$ cat src/rtl/pc_exception_unit_pkg.sv
// rtl/pc_exception_unit_pkg.sv - shared codes and default vectors for the PC/exception unit
package pc_exception_unit_pkg;

  localparam logic [2:0] PCSRC_ALU    = 3'd0;
  localparam logic [2:0] PCSRC_ALUOUT = 3'd1;
  localparam logic [2:0] PCSRC_REG    = 3'd2;
  localparam logic [2:0] PCSRC_JUMP   = 3'd3;

  typedef enum logic [1:0] {
    CAUSE_EXT0  = 2'd0,
    CAUSE_EXT1  = 2'd1,
    CAUSE_SYS   = 2'd2,
    CAUSE_ALIGN = 2'd3
  } cause_e;

  localparam logic [15:0] DEF_RESET_PC = 16'h0000;
  localparam logic [15:0] DEF_SYS_VEC  = 16'h0010;
  localparam logic [15:0] DEF_EXC_VEC  = 16'h0020;

endpackage

$ cat src/rtl/pc_exception_unit_perf_counter.sv
// rtl/pc_exception_unit_perf_counter.sv - wrapping performance counter with clear priority
module perf_counter #(
  parameter int CNT_W = 32
) (
  input  logic             CLK,
  input  logic             Reset,
  input  logic             en,
  input  logic             clr,
  output logic [CNT_W-1:0] count
);

  localparam logic [CNT_W-1:0] ONE = {{(CNT_W-1){1'b0}}, 1'b1};

  always_ff @(posedge CLK or posedge Reset) begin
    if (Reset)
      count <= '0;
    else if (clr)
      count <= '0;
    else if (en)
      count <= count + ONE;
  end

endmodule

$ cat src/rtl/pc_exception_unit.sv
// rtl/pc_exception_unit.sv - PC, EPC/Cause and perf counters for the 16-bit multicycle datapath
module pc_exception_unit
  import pc_exception_unit_pkg::*;
#(
  parameter logic [15:0] RESET_PC = DEF_RESET_PC,
  parameter logic [15:0] SYS_VEC  = DEF_SYS_VEC,
  parameter logic [15:0] EXC_VEC  = DEF_EXC_VEC,
  parameter int          CNT_W    = 32
) (
  input  logic             CLK,
  input  logic             Reset,
  input  logic             PCWrite,
  input  logic             isBranch,
  input  logic             isBIEQ,
  input  logic [2:0]       PCSrc,
  input  logic             Zero,
  input  logic [15:0]      ALUResult,
  input  logic [15:0]      ALUOut,
  input  logic [15:0]      RegA,
  input  logic [11:0]      JumpImm,
  input  logic             syscall,
  input  logic             EPCWrite,
  input  logic             CauseWrite,
  input  logic             IntCause,
  input  logic             addInstr,
  input  logic             addCycle,
  input  logic             cnt_clr,
  output logic [15:0]      PC,
  output logic [15:0]      EPC,
  output logic [1:0]       Cause,
  output logic [CNT_W-1:0] instr_count,
  output logic [CNT_W-1:0] cycle_count,
  output logic             trap_taken
);

  logic [15:0] target;
  logic        takeBranch;
  logic        pcEn;
  logic        excTrap;
  logic        sysTrap;
  logic        alignTrap;

  always_comb begin
    target = ALUResult;
    case (PCSrc)
      PCSRC_ALUOUT: target = ALUOut;
      PCSRC_REG:    target = RegA;
      PCSRC_JUMP:   target = {PC[15:13], JumpImm, 1'b0};
      default:      target = ALUResult;
    endcase
  end

  assign takeBranch = isBranch & (isBIEQ ? Zero : ~Zero);
  assign pcEn       = PCWrite | takeBranch;

  // Trap classes are mutually exclusive so the register block below reads as a flat priority list.
  assign excTrap   = EPCWrite | CauseWrite;
  assign sysTrap   = ~excTrap & syscall & PCWrite;
  assign alignTrap = ~excTrap & ~sysTrap & pcEn & target[0];

  always_ff @(posedge CLK or posedge Reset) begin
    if (Reset) begin
      PC         <= RESET_PC;
      EPC        <= 16'h0000;
      Cause      <= CAUSE_EXT0;
      trap_taken <= 1'b0;
    end else begin
      trap_taken <= excTrap | sysTrap | alignTrap;
      if (excTrap) begin
        if (EPCWrite)
          EPC <= PC;
        if (CauseWrite)
          Cause <= IntCause ? CAUSE_EXT1 : CAUSE_EXT0;
        PC <= EXC_VEC;
      end else if (sysTrap) begin
        EPC   <= ALUResult;
        Cause <= CAUSE_SYS;
        PC    <= SYS_VEC;
      end else if (alignTrap) begin
        EPC   <= PC;
        Cause <= CAUSE_ALIGN;
        PC    <= EXC_VEC;
      end else if (pcEn) begin
        PC <= target;
      end
    end
  end

  perf_counter #(.CNT_W(CNT_W)) uInstrCnt (
    .CLK   (CLK),
    .Reset (Reset),
    .en    (addInstr),
    .clr   (cnt_clr),
    .count (instr_count)
  );

  perf_counter #(.CNT_W(CNT_W)) uCycleCnt (
    .CLK   (CLK),
    .Reset (Reset),
    .en    (addCycle),
    .clr   (cnt_clr),
    .count (cycle_count)
  );

endmodule

$ cat config.mk
export PLATFORM = sky130hd
export DESIGN_NAME = pc_exception_unit
export DESIGN_NICKNAME = d
export VERILOG_FILES = /design/src/rtl/pc_exception_unit_pkg.sv /design/src/rtl/pc_exception_unit_perf_counter.sv /design/src/rtl/pc_exception_unit.sv
export SDC_FILE = /design/constraint.sdc
export NUM_CORES = 1
export LEC_CHECK = 0
export ABC_CLOCK_PERIOD_IN_PS = 2530
export BUFFER_PORTS_ARGS = -buffer_cell sky130_fd_sc_hd__buf_2
export CORE_MARGIN = 1.5
export CORE_UTILIZATION = 52
export CTS_CLUSTER_SIZE = 28
export DETAILED_ROUTE_END_ITERATION = 8
export PLACE_DENSITY_LB_ADDON = 0.3
export SYNTH_ARGS = -nofsm -noshare
export SYNTH_HDL_FRONTEND = slang
export SYNTH_HIERARCHICAL = 1
export SYNTH_SLANG_ARGS = --single-unit
$ cat constraint.sdc
create_clock -name CLK -period 2.53 [get_ports CLK]
set_clock_uncertainty 0.1 [all_clocks]
set_input_delay 0.506 -clock CLK [delete_from_list [all_inputs] [get_ports CLK]]
set_output_delay 0.506 -clock CLK [all_outputs]
set_load 0.01 [all_outputs]
# Yosys cells after proc, flatten, opt, wreduce, memory -nomap -nowiden
# Cells that the tools add are included.
op_classes:
  addsub: 2
  eq_ne: 6
  mux: 19
  bitwise: 13
  reduce_logical: 7
op_table:
  columns: ["cell", "n"]
  rows:
  - ["$mux 16", 8]
  - ["$mux 32", 4]
  - ["$add 32x1->32 const B", 2]
  - ["$pmux 16 s3", 1]
  - ["$mux 2", 4]
  - ["$and 1x1->1", 6]
  - ["$eq 3x2->1 const B", 2]
  - ["$reduce_and 2->1", 3]
  - ["$ne 2x2->1 const B", 2]
  - ["$ne 4x4->1 const B", 1]
  - ["$or 1x1->1", 4]
  - ["$reduce_bool 2->1", 2]
  - ["$reduce_bool 4->1", 1]
  - ["$eq 3x1->1 const B", 1]
  - ["$not 1->1", 3]
  - ["$reduce_bool 3->1", 1]
  - ["$mux 1", 2]
word_totals:
  register_bits: 99
  in_bits: 76
  out_inout_bits: 99
  wordCells: 54

# Depth between registers and ports, before layout
logic_depth:
  word_depth: 11
  ltp_mapped: 7
  ltp_nobuf: 5

# By module
# The synthesis kept the hierarchy.
by_module_without_submodules:
  columns: ["module", "n_inst", "cells_per_inst", "area_each_um2", "seq_area_each_um2"]
  rows:
  - ["perf_counter", 2, 184, 1749.2, 800.8]
  - ["pc_exception_unit", 1, 224, 2119.5, 875.8]

# Least setup slack after synthesis
# Ideal clock, no wire load.
synth_timing:
  path_type: "input -> register"
  start: "in addCycle"
  end: "reg uCycleCnt.count[17]"
  setup_ns: 0.128
  t_arrival_ns: 2.136
  t_required_ns: 2.302
  path_slack_ns: 0.166
  stages: 7
  path_buffers: 3
  cell_sequence: "buf_4 > o2111ai_2 > buf_6 > or4_4 > buf_6 > nor4_4 > mux2_1"
synth_via:
  elab_chain_cells: 1
synth_lines:
  columns: ["element", "line", "rtl"]
  rows:
  - ["from (decl)", "pc_exception_unit.sv:26", "input logic addCycle,"]
  - ["$reduce_bool 2->1 (no source line)", null, null]
  - ["to (signal assigned)", "pc_exception_unit_perf_counter.sv:20", "count <= count + ONE;"]
  - ["to (decl)", "pc_exception_unit_perf_counter.sv:9", "output logic [CNT_W-1:0] count"]
# No other way between the ends.
# A chain may end at the register's enable or synchronous reset.

# Worst setup path in the final report
layout_timing:
  start: "reg uInstrCnt.count[8]"
  end: "reg uInstrCnt.count[28]"
layout_via:
  elab_chain_cells: 3
layout_lines:
  columns: ["element", "line", "rtl"]
  rows:
  - ["from (decl)", "pc_exception_unit_perf_counter.sv:9", null]
  - ["from (signal assigned)", "pc_exception_unit_perf_counter.sv:20", null]
  - ["$add 32x1->32", "pc_exception_unit_perf_counter.sv:20", null]
  - ["$mux 32", "pc_exception_unit_perf_counter.sv:19", "else if (en)"]
  - ["$mux 32", "pc_exception_unit_perf_counter.sv:17", "else if (clr)"]
# No other way between the ends. The select of a mux whose other input is x is not followed.

==> impl_metrics.json <==
{
  "run_status": "complete, no violations",
  "cts_buffer_depth": 2,
  "reg2reg_depth": 4,
  "rows": 37,
  "maxCapViolCount": 0,
  "dpl_cell_area_sq_um": 6610,
  "ys_ff_latch": 99,
  "synth_area_sq_um": 5620,
  "final_antenna_net_count": 0,
  "cts_tree": "built",
  "leakage_nw": 3.19,
  "drive_gt1_frac": 0.349,
  "wl_mm": 15.2,
  "synth_top_area_frac": 0.441,
  "synthArstFlopShare": 1.00,
  "cts.sinks": 99,
  "fill_cells": 917,
  "port_buffers": 174,
  "post-dp-hpwl_mm": 11.2,
  "holdWs_ns": 0.0636,
  "drt_iter0_drc": 334,
  "drc_errors": 0,
  "synth_edf_count": 0,
  "vias": 5326,
  "r2r_end": "uInstrCnt/count[28]$_DFFE_PP0P_",
  "cp_num_cells": 4,
  "peakVddDrop_uv": 217,
  "syn_inst": 592,
  "initial_core_util": 0.539,
  "fp.coreArea_sq_um": 10400,
  "finalHoldViolCount": 0,
  "cp-start-kind": "flip-flop",
  "io_pins": 175,
  "hold_buffers": 0,
  "ff2ff_setup_slack_ns": 0.12,
  "path_class": "reg -> reg",
  "die_w_microns": 107,
  "place_congestion": 0.884,
  "synth_nets": 670,
  "maxSlewViolCount": 0,
  "path_buf_inv": 0,
  "die_h_microns": 107,
  "grt_pass1_vias": 5060,
  "rsz0062_at_grt": "no",
  "end_kind": "flip-flop",
  "root_buffer": "clkbuf_8",
  "cts.htree.levels": 3,
  "area_growth_pct": 21.5,
  "grtUsageTotal": 0.271,
  "worst_pin_slew_ns": 0.551,
  "grt_overflow": 0,
  "synth_top_cell_by_area": "dfrtp_1",
  "critPathRequiredTime_ns": 2.69,
  "power_mw": 3.19,
  "fin_tns_setup_ns": 0,
  "setup_viol": 0,
  "wl_per_cell_microns": 16.8,
  "grt_pass1_wl_mm": 24.4,
  "nets": 839,
  "drt-pass1-iter-count": 5,
  "multi_input_area_sq_um": 2880,
  "cts_inserted_buffers": 9,
  "period_needed_ns": 2.41,
  "cts_setup_buffers": 0,
  "clkTransAtPathRegs_ns": 0.09,
  "path_max_fanout": 9,
  "timing.final.crit_share": 0.951,
  "antenna_cells": 0,
  "antenna_found_initial": 0,
  "cp_data_arrival_time_ns": 2.57,
  "postLayoutCellArea_sq_um": 6820,
  "yosysMostFrequentCell": "dfrtp_1",
  "synth_common_cells": "dfrtp_1 (99), nor2_1 (58), nand2_1 (46)",
  "cts_resized": 0,
  "fmaxAchievable_ghz": 0.416,
  "synth_ff_type": "dfrtp_1",
  "crit_chain": "nand4_1 > or4_1 > nor4_1 > mux2_2",
  "cellPowerDensity_nw_per_um2": 467,
  "synth.yosys.seq_area_share": 0.441,
  "clk_latency_ns": 0.37,
  "dieArea_sq_um": 11400,
  "max_slew_margin": 0.632,
  "viasPerCell": 5.90,
  "synth_area_leaders": "dfrtp_1 (44%), nor2_1 (3.9%), a21oi_1 (3.7%)",
  "regArea_sq_um": 2480,
  "crit_family": "simple AND/OR/NAND/NOR gates",
  "r2r-start": "uInstrCnt/count[8]$_DFFE_PP0P_",
  "syn_avg_cell_area_sq_um": 9.49,
  "ys_types": 50,
  "critPathSlowestCell": "or4_1",
  "synth_warnings": 6,
  "cpPeakStageDelay_ns": 0.73,
  "post-route-util": 0.655,
  "hold_class": "in -> async",
  "grt_max_degree": 57
}
[worst max path at each step]
| stage | from | to | slack [ns] |
|---|---|---|---|
| after floorplan | addCycle | uCycleCnt/count[17]$_DFFE_PP0P_ | 0.17 |
| after global placement | cnt_clr | uInstrCnt/count[30]$_DFFE_PP0P_ | 0.07 |
| after detailed placement | cnt_clr | uInstrCnt/count[28]$_DFFE_PP0P_ | 0.0007 |
| after CTS | uCycleCnt/count[0]$_DFFE_PP0P_ | uCycleCnt/count[30]$_DFFE_PP0P_ | 0.18 |
| after global routing | uCycleCnt/count[0]$_DFFE_PP0P_ | uCycleCnt/count[30]$_DFFE_PP0P_ | 0.04 |
| final | uInstrCnt/count[8]$_DFFE_PP0P_ | uInstrCnt/count[28]$_DFFE_PP0P_ | 0.12 |
[final cells by class]
class                           instances  area share
Tap cell                              136      0.0249
Clock buffer                           12      0.0242
Multi-Input combinational cell        442       0.422
Timing Repair Buffer                  195       0.151
Clock inverter                          4     0.00697
Sequential cell                        99       0.363
Inverter                               14     0.00770
[report_power, final]
| group | internal (mW) | switching [mW] | total (mW) |
|---|---|---|---|
| sequential | 1.63 | 0.0436 | 1.67 |
| combinational | 0.191 | 0.250 | 0.441 |
| clock | 0.535 | 0.535 | 1.07 |
[through the flow]
step           cells  setup slack, ns
6_report         902            0.123
5_1_grt          902           0.0413
4_1_cts          902            0.177
3_5_place_dp     886         0.000713
3_3_place_gp     886           0.0707
2_1_floorplan    592            0.166
[worst register-to-register path, cell delays in order (launching register included)]
cell,delay [ns]
dfrtp_1,0.48
nand4_1,0.21
or4_1,0.73
nor4_1,0.41
mux2_2,0.37
[logic make-up (layout without fill, tap and decap cells)]
group	Yosys count	in the layout	synth area share
AOI/OAI and AO/OA	116	116	0.149
xor gates and xnor gates	25	25	0.0390
adders and majority gates	2	2	0.00445
buffers and inverters	51	225	0.0459
DFF	99	99	0.441
muxes	28	28	0.0530
and+or+nand+nor	271	271	0.268
[sequential cells by signal, summed over array words and instances (netlist names)]
name	count
trap_taken	1
Cause	2
EPC	16
uInstrCnt/count	32
uCycleCnt/count	32
PC	16
[cell usage in the layout, fill, tap and decap left out, types with 3 or more instances in the layout]
cell type,count
a21oi_1,42
a22oi_1,3
and3_1,3
and4_1,4
buf_2,174
buf_4,21
clkbuf_8,12
dfrtp_1,99
inv_1,14
mux2_2,12
mux2i_1,14
nand2_1,46
nand2b_1,11
nand3_1,17
nand4_1,21
nand4bb_1,4
nor2_1,58
nor2b_1,22
nor3_1,12
nor3b_1,4
nor4_1,12
o21a_1,3
o21ai_0,12
o221a_2,16
o2bb2ai_1,3
o31ai_1,24
or2_2,20
or3_1,12
or4_1,18
xnor2_1,15
xor2_1,10
[routing by layer]
metal  vias up  routed length (microns)  global-route usage
met2       253                     7490               0.450
met4         0                      449               0.127
met3        36                      993              0.0480
li1       2493                        -                   -
met5         -                        0                   0
met1      2544                     6240               0.342
(Power assumes the default switching activity.)
